==> config.mk <==
export PLATFORM = sky130hd
export DESIGN_NAME = lane_striper_4l_flat
export DESIGN_NICKNAME = d
export VERILOG_FILES = /design/src/rtl/pci_stripe_pkg.sv /design/src/rtl/lane_striper_4l_if.sv /design/src/rtl/stripe_word_fifo.sv /design/src/rtl/lane_striper_4l.sv /design/src/flat_wrapper.sv
export SDC_FILE = /design/constraint.sdc
export NUM_CORES = 1
export LEC_CHECK = 0
export ABC_AREA = 1
export CAP_MARGIN = 10
export CELL_PAD_IN_SITES_DETAIL_PLACEMENT = 0
export CELL_PAD_IN_SITES_GLOBAL_PLACEMENT = 1
export CORE_ASPECT_RATIO = 1.2
export CORE_MARGIN = 4
export CORE_UTILIZATION = 30
export CTS_CLUSTER_DIAMETER = 100
export CTS_CLUSTER_SIZE = 30
export DETAILED_ROUTE_END_ITERATION = 6
export GPL_TIMING_DRIVEN = 0
export PLACE_DENSITY_LB_ADDON = 0.1
export RECOVER_POWER = 100
export SLEW_MARGIN = 15
export SYNTH_ARGS = -nofsm -noshare
export SYNTH_HDL_FRONTEND = slang
export SYNTH_HIERARCHICAL = 1
export SYNTH_SLANG_ARGS = --single-unit
==> constraint.sdc <==
create_clock -name clk_1 -period 3 [get_ports clk_1]
set_clock_uncertainty 0.2 [all_clocks]
set_input_delay 0.6 -clock clk_1 [delete_from_list [all_inputs] [get_ports clk_1]]
set_output_delay 0.6 -clock clk_1 [all_outputs]
set_load 0.02 [all_outputs]
==> src/rtl/pci_stripe_pkg.sv <==
// Shared types for the lane striper: lane count, byte width and the FIFO word
// that carries one striped word plus its per-lane fill mask.
package pci_stripe_pkg;
  localparam int WIDTH = 8;
  localparam int LANES = 4;

  typedef logic [LANES-1:0] lane_mask_t;

  typedef struct packed {
    logic [LANES-1:0][WIDTH-1:0] data;
    lane_mask_t                  mask;
  } stripe_word_t;
endpackage

==> src/rtl/lane_striper_4l_if.sv <==
// Byte-stream input and 4-lane output bundle of the lane striper.
interface lane_striper_4l_if #(parameter int DEPTH = 4);
  import pci_stripe_pkg::*;

  logic [WIDTH-1:0]         data_in;
  logic                     valid_in;
  logic                     ready_in;
  logic                     flush;
  logic                     out_ready;
  logic [WIDTH-1:0]         lane_data0;
  logic [WIDTH-1:0]         lane_data1;
  logic [WIDTH-1:0]         lane_data2;
  logic [WIDTH-1:0]         lane_data3;
  logic                     lane_valid0;
  logic                     lane_valid1;
  logic                     lane_valid2;
  logic                     lane_valid3;
  logic [$clog2(DEPTH):0]   fifo_level;

  // Striper side
  modport slave (
    input  data_in, valid_in, flush, out_ready,
    output ready_in, lane_data0, lane_data1, lane_data2, lane_data3,
           lane_valid0, lane_valid1, lane_valid2, lane_valid3, fifo_level
  );

  // Upstream/downstream side
  modport master (
    output data_in, valid_in, flush, out_ready,
    input  ready_in, lane_data0, lane_data1, lane_data2, lane_data3,
           lane_valid0, lane_valid1, lane_valid2, lane_valid3, fifo_level
  );
endinterface

==> src/rtl/stripe_word_fifo.sv <==
// Synchronous FIFO of striped words. Writes while full and reads while empty
// are dropped internally, so the level can never leave 0..DEPTH.
module stripe_word_fifo
  import pci_stripe_pkg::*;
#(
  parameter int DEPTH = 4
) (
  input  logic                   clk_1,
  input  logic                   reset,
  input  logic                   push,
  input  stripe_word_t           wrWord,
  input  logic                   pop,
  output stripe_word_t           rdWord,
  output logic                   full,
  output logic                   empty,
  output logic [$clog2(DEPTH):0] level
);
  localparam int AW = $clog2(DEPTH);
  localparam int LW = AW + 1;

  stripe_word_t  mem [DEPTH];
  logic [AW-1:0] wrPtr;
  logic [AW-1:0] rdPtr;
  logic          doPush;
  logic          doPop;

  assign full   = (level == LW'(DEPTH));
  assign empty  = (level == '0);
  assign doPush = push & ~full;
  assign doPop  = pop & ~empty;
  assign rdWord = mem[rdPtr];

  // Storage, pointers (power-of-2 depth, so they wrap naturally) and occupancy
  always_ff @(posedge clk_1 or negedge reset) begin
    if (!reset) begin
      wrPtr <= '0;
      rdPtr <= '0;
      level <= '0;
      for (int i = 0; i < DEPTH; i++) mem[i] <= '0;
    end else begin
      if (doPush) begin
        mem[wrPtr] <= wrWord;
        wrPtr      <= wrPtr + 1'b1;
      end
      if (doPop) rdPtr <= rdPtr + 1'b1;
      case ({doPush, doPop})
        2'b10:   level <= level + 1'b1;
        2'b01:   level <= level - 1'b1;
        default: level <= level;
      endcase
    end
  end
endmodule

==> src/rtl/lane_striper_4l.sv <==
// Stripes a serial byte stream across 4 lanes: byte k lands on lane k mod 4.
// Completed (or flushed partial) words queue in a small FIFO and are presented
// on registered lane outputs whenever downstream is ready.
module lane_striper_4l
  import pci_stripe_pkg::*;
#(
  parameter int DEPTH = 4
) (
  input  logic clk_1,
  input  logic reset,
  lane_striper_4l_if.slave bus
);
  localparam int LW = $clog2(DEPTH) + 1;

  logic [1:0]                  lanePtr;
  logic [LANES-1:0][WIDTH-1:0] asmData;
  lane_mask_t                  asmMask;
  logic                        xfer;
  logic                        flushGo;
  logic                        push;
  logic                        fifoFull;
  logic                        fifoEmpty;
  logic [LW-1:0]               fifoLevel;
  stripe_word_t                pushWord;
  stripe_word_t                headWord;
  logic [LANES-1:0][WIDTH-1:0] laneData;
  lane_mask_t                  laneValid;

  // Full means level == DEPTH, so this is the level < DEPTH acceptance test.
  assign bus.ready_in   = ~fifoFull;
  assign bus.fifo_level = fifoLevel;

  assign xfer    = bus.valid_in & bus.ready_in;
  // A flush only closes a word that has at least one byte (held or arriving now).
  assign flushGo = bus.flush & bus.ready_in & ((lanePtr != 2'd0) | xfer);
  assign push    = (xfer & (lanePtr == 2'd3)) | flushGo;

  // Word written to the FIFO: assembly regs with the same-cycle byte merged in
  always_comb begin
    pushWord.data = asmData;
    pushWord.mask = asmMask;
    if (xfer) begin
      pushWord.data[lanePtr] = bus.data_in;
      pushWord.mask[lanePtr] = 1'b1;
    end
  end

  // Assembly: collect bytes lane by lane, clear everything once the word is pushed
  always_ff @(posedge clk_1 or negedge reset) begin
    if (!reset) begin
      lanePtr <= '0;
      asmData <= '0;
      asmMask <= '0;
    end else if (push) begin
      lanePtr <= '0;
      asmData <= '0;
      asmMask <= '0;
    end else if (xfer) begin
      asmData[lanePtr] <= bus.data_in;
      asmMask[lanePtr] <= 1'b1;
      lanePtr          <= lanePtr + 2'd1;
    end
  end

  stripe_word_fifo #(.DEPTH(DEPTH)) u_fifo (
    .clk_1  (clk_1),
    .reset  (reset),
    .push   (push),
    .wrWord (pushWord),
    .pop    (bus.out_ready),
    .rdWord (headWord),
    .full   (fifoFull),
    .empty  (fifoEmpty),
    .level  (fifoLevel)
  );

  // Output stage: load the head word on out_ready, blank when nothing is queued
  always_ff @(posedge clk_1 or negedge reset) begin
    if (!reset) begin
      laneData  <= '0;
      laneValid <= '0;
    end else if (bus.out_ready) begin
      if (!fifoEmpty) begin
        for (int i = 0; i < LANES; i++)
          laneData[i] <= headWord.mask[i] ? headWord.data[i] : '0;
        laneValid <= headWord.mask;
      end else begin
        laneData  <= '0;
        laneValid <= '0;
      end
    end
  end

  assign bus.lane_data0  = laneData[0];
  assign bus.lane_data1  = laneData[1];
  assign bus.lane_data2  = laneData[2];
  assign bus.lane_data3  = laneData[3];
  assign bus.lane_valid0 = laneValid[0];
  assign bus.lane_valid1 = laneValid[1];
  assign bus.lane_valid2 = laneValid[2];
  assign bus.lane_valid3 = laneValid[3];
endmodule
==> src/flat_wrapper.sv <==
// flat-port wrapper written by rule: the top's interface ports become plain ports
module lane_striper_4l_flat import pci_stripe_pkg::*;
#(
  parameter int DEPTH = 4
)
  (clk_1, reset, bus_data_in, bus_valid_in, bus_flush, bus_out_ready, bus_ready_in, bus_lane_data0, bus_lane_data1, bus_lane_data2, bus_lane_data3, bus_lane_valid0, bus_lane_valid1, bus_lane_valid2, bus_lane_valid3, bus_fifo_level);
  lane_striper_4l_if #(.DEPTH(DEPTH)) bus_i ();
  input  logic clk_1;
  input  logic reset;
  input wire logic [$bits(bus_i.data_in)-1:0] bus_data_in;
  input wire logic [$bits(bus_i.valid_in)-1:0] bus_valid_in;
  input wire logic [$bits(bus_i.flush)-1:0] bus_flush;
  input wire logic [$bits(bus_i.out_ready)-1:0] bus_out_ready;
  output wire logic [$bits(bus_i.ready_in)-1:0] bus_ready_in;
  output wire logic [$bits(bus_i.lane_data0)-1:0] bus_lane_data0;
  output wire logic [$bits(bus_i.lane_data1)-1:0] bus_lane_data1;
  output wire logic [$bits(bus_i.lane_data2)-1:0] bus_lane_data2;
  output wire logic [$bits(bus_i.lane_data3)-1:0] bus_lane_data3;
  output wire logic [$bits(bus_i.lane_valid0)-1:0] bus_lane_valid0;
  output wire logic [$bits(bus_i.lane_valid1)-1:0] bus_lane_valid1;
  output wire logic [$bits(bus_i.lane_valid2)-1:0] bus_lane_valid2;
  output wire logic [$bits(bus_i.lane_valid3)-1:0] bus_lane_valid3;
  output wire logic [$bits(bus_i.fifo_level)-1:0] bus_fifo_level;
  assign bus_i.data_in = bus_data_in;
  assign bus_i.valid_in = bus_valid_in;
  assign bus_i.flush = bus_flush;
  assign bus_i.out_ready = bus_out_ready;
  assign bus_ready_in = bus_i.ready_in;
  assign bus_lane_data0 = bus_i.lane_data0;
  assign bus_lane_data1 = bus_i.lane_data1;
  assign bus_lane_data2 = bus_i.lane_data2;
  assign bus_lane_data3 = bus_i.lane_data3;
  assign bus_lane_valid0 = bus_i.lane_valid0;
  assign bus_lane_valid1 = bus_i.lane_valid1;
  assign bus_lane_valid2 = bus_i.lane_valid2;
  assign bus_lane_valid3 = bus_i.lane_valid3;
  assign bus_fifo_level = bus_i.fifo_level;
  lane_striper_4l #(.DEPTH(DEPTH)) u_core (.clk_1(clk_1), .reset(reset), .bus(bus_i));
endmodule
==> results.sh <==
export IMPL_run_status="finished clean"
export IMPL_core_mm2=0.03690
export IMPL_first_iter_violations=715
export IMPL_global_route_wire_length_before_repair_um=57970
export IMPL_row_count=77
export IMPL_floorplan_initialDensity_pct=30.43
export IMPL_drt_drc_violations_left=0
export IMPL_met3RoutedLength_um=1432
export IMPL_die_width_um=184.6
export IMPL_io_buf_count=52
export IMPL_die_height_um=219.9
export IMPL_clock_network_latency_to_the_later_pin_of_the_worst_skew_pair_ps=510
export IMPL_instance_count_of_the_mapped_netlist=1381
export IMPL_synth_cell_area_mm2=0.01123
export IMPL_post_placement_setup_slack_ps=-650.7
export IMPL_crit_fanout=10
export IMPL_cp_slowest_cell="sky130_fd_sc_hd__dfrtp_1"
export IMPL_synth_nets=1404
export IMPL_wl_per_cell_um=19.41
export IMPL_power_switching_w=0.006638
export IMPL_finish_instance_area_mm2=0.01275
export IMPL_gr_total_overflow=0
export IMPL_timing_final_max_slew_violations=0
export IMPL_internal_power_w=0.007199
export IMPL_worstSetupEndpointType="flip-flop"
export IMPL_crit_path_kind="flip-flop to flip-flop"
export IMPL_timing_final_ws_setup_ps=156.7
export IMPL_timing_hold_worst_path_depth=2
export IMPL_worst_r2r_endpoint="u_core/u_fifo/level[2]$_DFFE_PN0P_"
export IMPL_worst_endpoint_required_ps=3200
export IMPL_p_sw_share_pct=47.97
export IMPL_cp_data_arrival_time_ps=3050
export IMPL_cts_clk_slew_worst_paths_ps=130
export IMPL_tritoncts_num_buffers=12
export IMPL_numClockSinks=225
export IMPL_drive_above_1_share_pct=8.162
export IMPL_p_per_area_mw_per_mm2=1085
export IMPL_dp_hpwl_um=27340
export IMPL_dr_pass1_iters=5
export IMPL_place_area_mm2=0.01241
export IMPL_ctsHtreeMaxLevel=1
export IMPL_mostFrequentLayoutCells="378 x sky130_fd_sc_hd__nand2_1, 222 x sky130_fd_sc_hd__dfrtp_1, 177 x sky130_fd_sc_hd__nand4_1"
export IMPL_synthToLayoutAreaGrowth_pct=13.56
export IMPL_die_ar_mm2=0.04060
export IMPL_tritoncts="yes"
export IMPL_period_needed_ps=2843
export IMPL_wire_length_the_detailed_router_placed_on_met1_um=18100
export IMPL_synth_seq_area_share_pct=50.15
export IMPL_final_hold_violation_count=0
export IMPL_yosys_warnings=6
export IMPL_first_global_vias=9219
export IMPL_rsz_0062_raised_after_global_routing="no"
export IMPL_min_delay_start="u_core/u_fifo/mem[89]$_DFFE_PN0P_"
export IMPL_totalWireLength_um=37500
export IMPL_design_portCount=53
export IMPL_gp_congestion=0.8064
export IMPL_timing_rr_start="u_core/lanePtr[0]$_DFFE_PN0P_"
export IMPL_yosys_top_cells_area="sky130_fd_sc_hd__dfrtp_1 50%, sky130_fd_sc_hd__nand2_1 13%, sky130_fd_sc_hd__nand4_1 9.9%"
export IMPL_track_usage_pct=18.44
export IMPL_worst_r2r_setup_slack_ps=160
export IMPL_yosys_area_top_type_share_pct=50.15
export IMPL_synth_avg_cell_area_um2=8.130
export IMPL_comb_power_share_pct=51.0
export IMPL_drt_antenna_violating_nets=0
export IMPL_timing_critical_path_from_type="flip-flop"
export IMPL_report_power_total_w=0.01384
export IMPL_setup_viol=0
export IMPL_sequentialPowerShare_pct=34.6
export IMPL_postSynthRegisterBits=225
export IMPL_power_static_leakage_nw=6.627
export IMPL_whs_ps=277.1
export IMPL_worst_r2r_path_depth=17
export IMPL_max_clock_freq_mhz=351.7
export IMPL_critical_path_max_stage_delay_ps=440
export IMPL_worst_hold_path_type="flip-flop to flip-flop"
export IMPL_leading_cell_type_in_the_layout_fill_and_taps_excluded="sky130_fd_sc_hd__nand2_1"
export IMPL_detailroute_wirelength_met2_um=17360
export IMPL_synthDominantAreaCellType="sky130_fd_sc_hd__dfrtp_1"
export IMPL_grt_max_degree=88
export IMPL_detail_route_vias_per_cell=4.864
export IMPL_hold_path_end="u_core/u_fifo/mem[89]$_DFFE_PN0P_"
export IMPL_cap_violations=0
export IMPL_yosys_cell_types_count=27
export IMPL_vdd_ir_drop_max_mv=0.4002
export IMPL_dr_total_vias=9398
export IMPL_topRoutingLayerUsed="met4"
export IMPL_clock_power_share_pct=14.4
export IMPL_grt_antenna_before_repair=0
export IMPL_clockBufferDepth=3
export IMPL_nNetsFinal=1475
export IMPL_clock_tree_root_cell="sky130_fd_sc_hd__clkbuf_16"
export IMPL_n_antenna_cell=0
export IMPL_slew_limit_headroom_pct=14.63
export IMPL_multi_input_logic_area_mm2=0.004273
export IMPL_area_sequential_mm2=0.005634
export IMPL_tightestPinTransition_ps=1281
export IMPL_finalCritPeriodShare_pct=94.78
export IMPL_worstPathCellList="inv_1, ha_1, buf_6, nand2_4, nand2_4, nand2_2, buf_6, buf_6, buf_8, nand2_8, ha_2, inv_1, fa_1, nand2_1, nand3_1, nand2_1, nand2_1"
export IMPL_setup_worst_path_start="u_core/lanePtr[0]$_DFFE_PN0P_"
export IMPL_final_fill_count=3980
-- routing by layer --
layer,GRT usage [%],up-vias
li1,-,4626
met1,26.84,4543
met2,30.25,201
met3,1.502,28
met4,3.624,0
met5,0,-
-- synthesized netlist by cell type (all sizes together) --
cell and instances:
nand2 383, o22ai 32, nand3 20, nand4 177
dfrtp 225, clkbuf 17, nor2 148, o21ai 113
xnor2 1, buf 88, fa 1, ha 9
inv 167
-- what timing repair did --
action	in CTS	in global routing
endpoints found under the hold margin	81	0
gates cloned	0	0
setup endpoints to repair	4	10
gates resized for setup	9	4
hold buffers	1	0
buffers inserted	4	0
pin swaps	2	2
-- critical path, delay by kind of cell (launching register included) --
family	cells	cell delay, ps
adder cells (fa/ha/maj)	3	720
flip-flops	1	440
AND/OR/NAND/NOR	8	580
buffers and inverters	6	800
-- cell families after synthesis --
group           synth area share (%)
simple gates                   30.24
buf+inv                        11.53
flops                          50.15
compound gates                 6.820
fa+ha+maj                      1.181
xor+xnor                     0.07803
-- flip-flops by register name (all words and copies together), names as in the netlist, 3 cells and up --
name                   flops
u_core/laneValid           4
u_core/bus.lane_data1      8
u_core/bus.lane_data3      8
u_core/bus.lane_data2      8
u_core/u_fifo/mem        144
u_core/bus.lane_data0      8
u_core/asmMask             4
u_core/asmData            32
u_core/u_fifo/level        3
-- through the flow --
step	TNS (ps)	std cells	util, %
2_1_floorplan	0	1381	-
3_3_place_gp	-2152380	1907	33.47
3_5_place_dp	-1600	1909	33.63
4_1_cts	0	1933	34.85
5_1_grt	0	1932	34.55
6_report	0	1932	34.55
-- how the worst max path moves through the flow --
stage | to | slack (ps) | depth (start not counted)
after floorplan | u_core/u_fifo/level[2]$_DFFE_PN0P_ | 3 | 19
after global placement | u_core/u_fifo/level[0]$_DFFE_PN0P_ | -10470 | 1
after detailed placement | u_core/u_fifo/level[1]$_DFFE_PN0P_ | -650 | 15
after CTS | u_core/u_fifo/level[2]$_DFFE_PN0P_ | 20 | 18
after global routing | u_core/u_fifo/level[2]$_DFFE_PN0P_ | 10 | 17
final | u_core/u_fifo/level[2]$_DFFE_PN0P_ | 160 | 17
-- power by group through the flow --
| stage | registers, W | logic, W | clock network (W) |
|---|---|---|---|
| after global routing | 0.00493 | 0.00790 | 0.00217 |
| final | 0.00478 | 0.00706 | 0.00199 |
| after floorplan | 0.00501 | 0.00433 | 0 |
| after global placement | 0.00487 | 0.00716 | 0 |
| after detailed placement | 0.00488 | 0.00721 | 0 |
| after CTS | 0.00480 | 0.00731 | 0.00209 |
-- area by class of cell --
type | count | area share [%]
clock inverter | 4 | 0.3729
inverter | 167 | 4.936
sequential | 225 | 44.19
multi-input combinational | 884 | 33.51
buffer | 103 | 4.818
tap | 474 | 4.652
clock buffer | 16 | 2.718
timing repair buffer | 59 | 4.799
Note: power is estimated with default switching activity, not from simulation.
==> edit 1, RTL diff (same flow settings) <==
`LANES`: 4 -> 5.
--- a/src/rtl/pci_stripe_pkg.sv
+++ b/src/rtl/pci_stripe_pkg.sv
@@ -2,7 +2,7 @@
 // that carries one striped word plus its per-lane fill mask.
 package pci_stripe_pkg;
   localparam int WIDTH = 8;
-  localparam int LANES = 4;
+  localparam int LANES = 5;
 
   typedef logic [LANES-1:0] lane_mask_t;
 
Check against the original RTL: same outputs for any inputs over 4 cycles, from zero or initial values and one cycle with reset low; that may be too few to reach the edited logic, so the function may still have changed.
==> edit 1 against the unedited design <==
Synthesized area is 1.6% lower; combinational power barely moved; power is 2.2% higher; routed wire length fell by 2.7%; global-route usage down 0.17 points; register-to-register slack gained 0.06 ns; final area increased by 0.14%; sequential cell count did not move; setup slack gained 0.026 ns; critical endpoint is now bus_ready_in; largest power group unchanged.
==> edit 1: results (changes against the unedited design) <==
| Step | Quantity | Reported | Delta |
|:---|:---|:---|:---|
| finish | Diode count | 0 | unchanged |
| routing | Number of vias per cell after detailed routing | 4.780 | was 4.864 |
| clock network | Cell at the root of the clock tree | clkbuf_16 | unchanged |
| min path | Hold WC Path Type | flip-flop to flip-flop | unchanged |
| routing | Detailed-routing iteration count for the pre-antenna-repair pass | 4 | was 5 |
| setup path | Largest delay contributor family on the critical path | buffers and inverters | unchanged |
| grt | Vias in the first global route | 9189 | was 9219 |
| setup path | Crit-path max cell delay | 0.53 ns | was 0.44 ns |
| power | Power consumed by the clock network | 0.00226 W | was 0.00199 W |
| sta | Slew headroom | 38.16% | was 14.63% |
| grt | Total routing resource utilization after global routing | 18.27% | was 18.44% |
| place | Worst slack at placement | -0.5911 ns | was -0.6507 ns |
| setup path | Critical path data arrival time | 2.02 ns | was 3.05 ns |
| place | Routability-driven placement congestion ratio | 0.7925 | was 0.8064 |
| power | Comb power frac | 49.8% | was 51.0% |
| finish | Biggest registers after layout | u_core/u_fifo/mem (144), u_core/asmData (32) | unchanged |
| routing | Initial drt markers | 601 | was 715 |
| power | Lkg Pwr | 6.691 nW | was 6.627 nW |
| sta | Worst hold slack across all endpoints | 0.2714 ns | was 0.2771 ns |
| logic synthesis | Mean instance size in the synthesized netlist | 7.938 um2 | was 8.130 um2 |
| power | Maximum vdd drop | 0.3581 mV | was 0.4002 mV |
| finish | Layout cells sized above 1 | 7.578% | was 8.162% |
| power | Switching part of the total | 47.46% | was 47.97% |
| status | Run status | completed | unchanged |
| setup path | Largest fanout on the critical path | 10 | unchanged |
| place | IO buf count | 52 | unchanged |
| logic synthesis | Number of warnings reported in the yosys synthesis log | 6 | unchanged |
| power | Post-layout total power | 0.01415 W | was 0.01384 W |
| logic synthesis | Synth Net Count | 1415 | was 1404 |
| routing | Wire length per cell after detailed routing | 18.75 um | was 19.41 um |
| finish | Count of nets after finishing | 1493 | was 1475 |
| place | Post-detailed-placement cell area | 12250 um2 | was 12410 um2 |
| finish | Area grow syn2layout | 15.55% | was 13.56% |
| grt | Wire length of the first global-routing pass | 56.72 mm | was 57.97 mm |
| clock network | H-tree levels | 1 | unchanged |
| setup path | Cell type of the slowest stage on the worst timing path | clkdlybuf4s50_1 | was dfrtp_1 |
| finish | Filler Cells Inserted | 4008 | was 3980 |
| clock network | Insertion delay of the later-clocked pin in the worst-skew pair | 0.52 ns |  |
| grt | Maximum number of pins on one net before global-route repair | 94 | was 88 |
| clock network | Clock buffers created by TritonCTS | 14 | was 12 |
| routing | Wire length after detailed routing | 36.49 mm | was 37.50 mm |
| grt | Number of antenna violations at the first check in global routing | 0 | unchanged |
| place | Total half-perimeter wirelength after legalization and detailed placement | 26.54 mm | was 27.34 mm |
| clock network | Clk pin slew, worst setup/hold paths | 0.10 ns | was 0.13 ns |
| place | Placed cell count | 1914 | was 1909 |
==> edit 1: changes by cell type in the layout (fill, tap and decap cells not counted), moves of 4 or more <==
| cell | change |
|---|---|
| nand2_1 | +35 |
| buf_4 | -8 |
| nor2_2 | -9 |
| buf_2 | +6 |
| buf_1 | +4 |
| buf_6 | +5 |
| clkinv_8 | +5 |
| nor2_1 | +11 |
| nand4_1 | -30 |
==> edit 1: what timing repair did <==
action | in CTS | in global routing
hold buffers | 1 | 0
setup buffers | 6 | 3
setup endpoints to repair | 138 | 2
pin swaps | 3 | 1
hold endpoints to repair | 53 | 0
gates resized for setup | 5 | 0
==> edit 1: worst paths after layout <==
check / from / to / slack, ns / depth (start not counted)
min in group asynchronous: reset / u_core/bus.lane_data0[1] / 0.39 / 2
min: u_core/u_fifo/mem[7] / u_core/u_fifo/mem[7] / 0.27 / 2
min reg2reg: u_core/u_fifo/mem[7] / u_core/u_fifo/mem[7] / 0.27 / 2
max reg2reg: u_core/u_fifo/level[2] / u_core/u_fifo/level[1] / 0.22 / 13
max: u_core/u_fifo/level[0] / bus_ready_in / 0.18 / 6
max in group asynchronous: reset / u_core/u_fifo/mem[23] / 0.53 / 4
==> edit 1: area by class of cell <==
type / instances / area share, %
multi-input combinational: 887 / 32.51
sequential: 225 / 44.13
buffer: 111 / 4.988
timing repair buffer: 64 / 4.939
clock buffer: 15 / 2.940
tap: 468 / 4.586
inverter: 167 / 4.929
clock inverter: 9 / 0.9800
==> edit 1: per-layer routing <==
layer	GRT usage [%]	up-vias	wire (um)
li1	-	4631	-
met1	26.03	4474	17330
met2	30.35	167	17070
met3	1.881	30	1437
met4	3.676	0	654
met5	0	-	0
==> edit 2, RTL diff (same flow settings) <==
Made on the original files. Make the reset (`reset`) synchronous in 3 clocked blocks.
--- a/src/rtl/stripe_word_fifo.sv
+++ b/src/rtl/stripe_word_fifo.sv
@@ -31,7 +31,7 @@
   assign rdWord = mem[rdPtr];
 
   // Storage, pointers (power-of-2 depth, so they wrap naturally) and occupancy
-  always_ff @(posedge clk_1 or negedge reset) begin
+  always_ff @(posedge clk_1) begin
     if (!reset) begin
       wrPtr <= '0;
       rdPtr <= '0;
--- a/src/rtl/lane_striper_4l.sv
+++ b/src/rtl/lane_striper_4l.sv
@@ -46,7 +46,7 @@
   end
 
   // Assembly: collect bytes lane by lane, clear everything once the word is pushed
-  always_ff @(posedge clk_1 or negedge reset) begin
+  always_ff @(posedge clk_1) begin
     if (!reset) begin
       lanePtr <= '0;
       asmData <= '0;
@@ -75,7 +75,7 @@
   );
 
   // Output stage: load the head word on out_ready, blank when nothing is queued
-  always_ff @(posedge clk_1 or negedge reset) begin
+  always_ff @(posedge clk_1) begin
     if (!reset) begin
       laneData  <= '0;
       laneValid <= '0;
Behaviour: differs if reset is asserted again (counterexample within 4 cycles, from zero or initial values and one cycle with reset low); with reset held inactive, the same outputs for 4 cycles.
==> edit 2 against the unedited design <==
Non-clock buffer count is 29 lower; synthesized area is 9.6% lower; final cell count is 15% lower; routed wire length is 22% lower; final area is 8.8% lower; global-route usage is 2.8 points lower; setup slack better by 0.10 ns; critical path depth is 6 lower; sequential cell count is 2 higher; fmax is 3.8% higher; utilization is 0.44 points higher; critical path type unchanged.
Power is not compared: it rests on default switching activity, and its combinational part moved more than twofold at a synthesized area within 25%.
==> edit 2: results (changes against the unedited design) <==
| Step | Quantity | Reported | Delta |
|:---|:---|:---|:---|
| finish | Diode count | 0 | unchanged |
| finish | Layout cells sized above 1 | 6.140% | was 8.162% |
| place | Routability-driven placement congestion ratio | 0.7415 | was 0.8064 |
| clock network | Clk pin slew, worst setup/hold paths | 0.11 ns | was 0.13 ns |
| finish | Count of nets after finishing | 1202 | was 1475 |
| setup path | R2r endpoint | u_core/u_fifo/mem[3][20] | was u_core/u_fifo/level[2] |
| logic synthesis | Synth Net Count | 1125 | was 1404 |
| finish | Filler Cells Inserted | 3540 | was 3980 |
| sta | Slew headroom | 51.54% | was 14.63% |
| setup path | R2R setup slack | 0.26 ns | was 0.16 ns |
| status | Run status | completed | unchanged |
| sta | Period utilisation layout | 91.31% | was 94.78% |
| logic synthesis | Proportion of synthesized flip-flops having asynchronous set or reset | 0% | was 100.0% |
| logic synthesis | Post-synthesis share of cell area spent on full adders, half adders and majority gates | 0.8135% | was 1.181% |
| logic synthesis | Area fraction in compound gates after synthesis | 8.110% | was 6.820% |
| logic synthesis | Most numerous cell types in the synthesized netlist | 197 x nor2_1, 159 x inv_1, 144 x edfxtp_1 | was 379 x nand2_1, 225 x dfrtp_1, 177 x nand4_1 |
| logic synthesis | Post-Synth XOR/XNOR Area | 0% | was 0.07801% |
| routing | Total number of vias | 7357 | was 9398 |
| clock network | Insertion delay of the later-clocked pin in the worst-skew pair | 0.49 ns | was 0.51 ns |
| setup path | Largest fanout on the critical path | 18 | was 10 |
| setup path | Number of cells traversed by the worst register-to-register path | 11 | was 17 |
| grt | Vias in the first global route | 7511 | was 9219 |
| logic synthesis | Cell types occupying the most area after synthesis | edfxtp_1 43%, dfxtp_1 16%, nor2_1 7.3% | was dfrtp_1 50%, nand2_1 13%, nand4_1 9.9% |
| grt | Wire length of the first global-routing pass | 44.71 mm | was 57.97 mm |
| routing | Wire length per cell after detailed routing | 17.76 um | was 19.41 um |
| grt | Maximum number of pins on one net before global-route repair | 32 | was 88 |
| routing | Detailed-routing iteration count for the pre-antenna-repair pass | 4 | was 5 |
| logic synthesis | Number of flops mapped to enable cells by yosys | 144 | was 0 |
| power | Lkg Pwr | 4.483 nW |  |
| setup path | Cell type of the slowest stage on the worst timing path | dfxtp_1 | was dfrtp_1 |
| setup path | Critical path data arrival time | 2.71 ns | was 3.05 ns |
| routing | Initial drt markers | 413 | was 715 |
| place | Total half-perimeter wirelength after legalization and detailed placement | 20.72 mm | was 27.34 mm |
[edit 2: cell count changes in the layout (fill, tap and decap cells not counted), moves of 26 or more]
cell | before | now
dfrtp_1 | 222 | 0
edfxtp_1 | 0 | 144
a21oi_1 | 0 | 38
nand4_1 | 177 | 33
nand2_1 | 378 | 127
nor2_1 | 135 | 226
nor3_1 | 0 | 36
dfxtp_1 | 0 | 83
nand3_1 | 14 | 40
o21ai_0 | 100 | 71
[edit 2: metrics by stage]
stage	utilization, %	power, W	area (um2)	hold WS, ns	std cells
after floorplan	-	0.005347	10150	0.2160	1106
after global placement	33.80	0.006308	11240	0.2273	1608
after detailed placement	34.57	0.006368	11490	0.2320	1616
after CTS	35.93	0.008468	11950	0.2475	1638
after global routing	34.99	0.008680	11630	0.2823	1639
final	34.99	0.008199	11630	0.2537	1639
[edit 2: kinds of logic after synthesis]
logic type / after synthesis
flops: 227
compound gates: 155
buf+inv: 246
fa+ha+maj: 6
simple gates: 472
[edit 2: repair_timing]
item,CTS,global route
pin swaps,2,1
resized for setup,2,5
hold buffers,0,0
endpoints found under the setup margin,29,31
gates cloned,0,0
buffers inserted,2,1
[edit 2: metal layers]
metal	vias to the layer above	GRT usage, %	routed length [um]
li1	3746	-	-
met1	3469	20.92	13360
met2	121	27.75	14270
met3	21	1.729	1107
met4	0	2.743	371
met5	-	0	0
[edit 2: area by class of cell]
type / count / share of cell area, %
Multi-Input combinational cell: 633 / 25.66
Clock inverter: 6 / 0.9143
Timing Repair Buffer: 63 / 5.927
Clock buffer: 14 / 2.829
Inverter: 176 / 5.679
Sequential cell: 227 / 51.46
Tap cell: 450 / 4.840
Buffer: 70 / 2.689
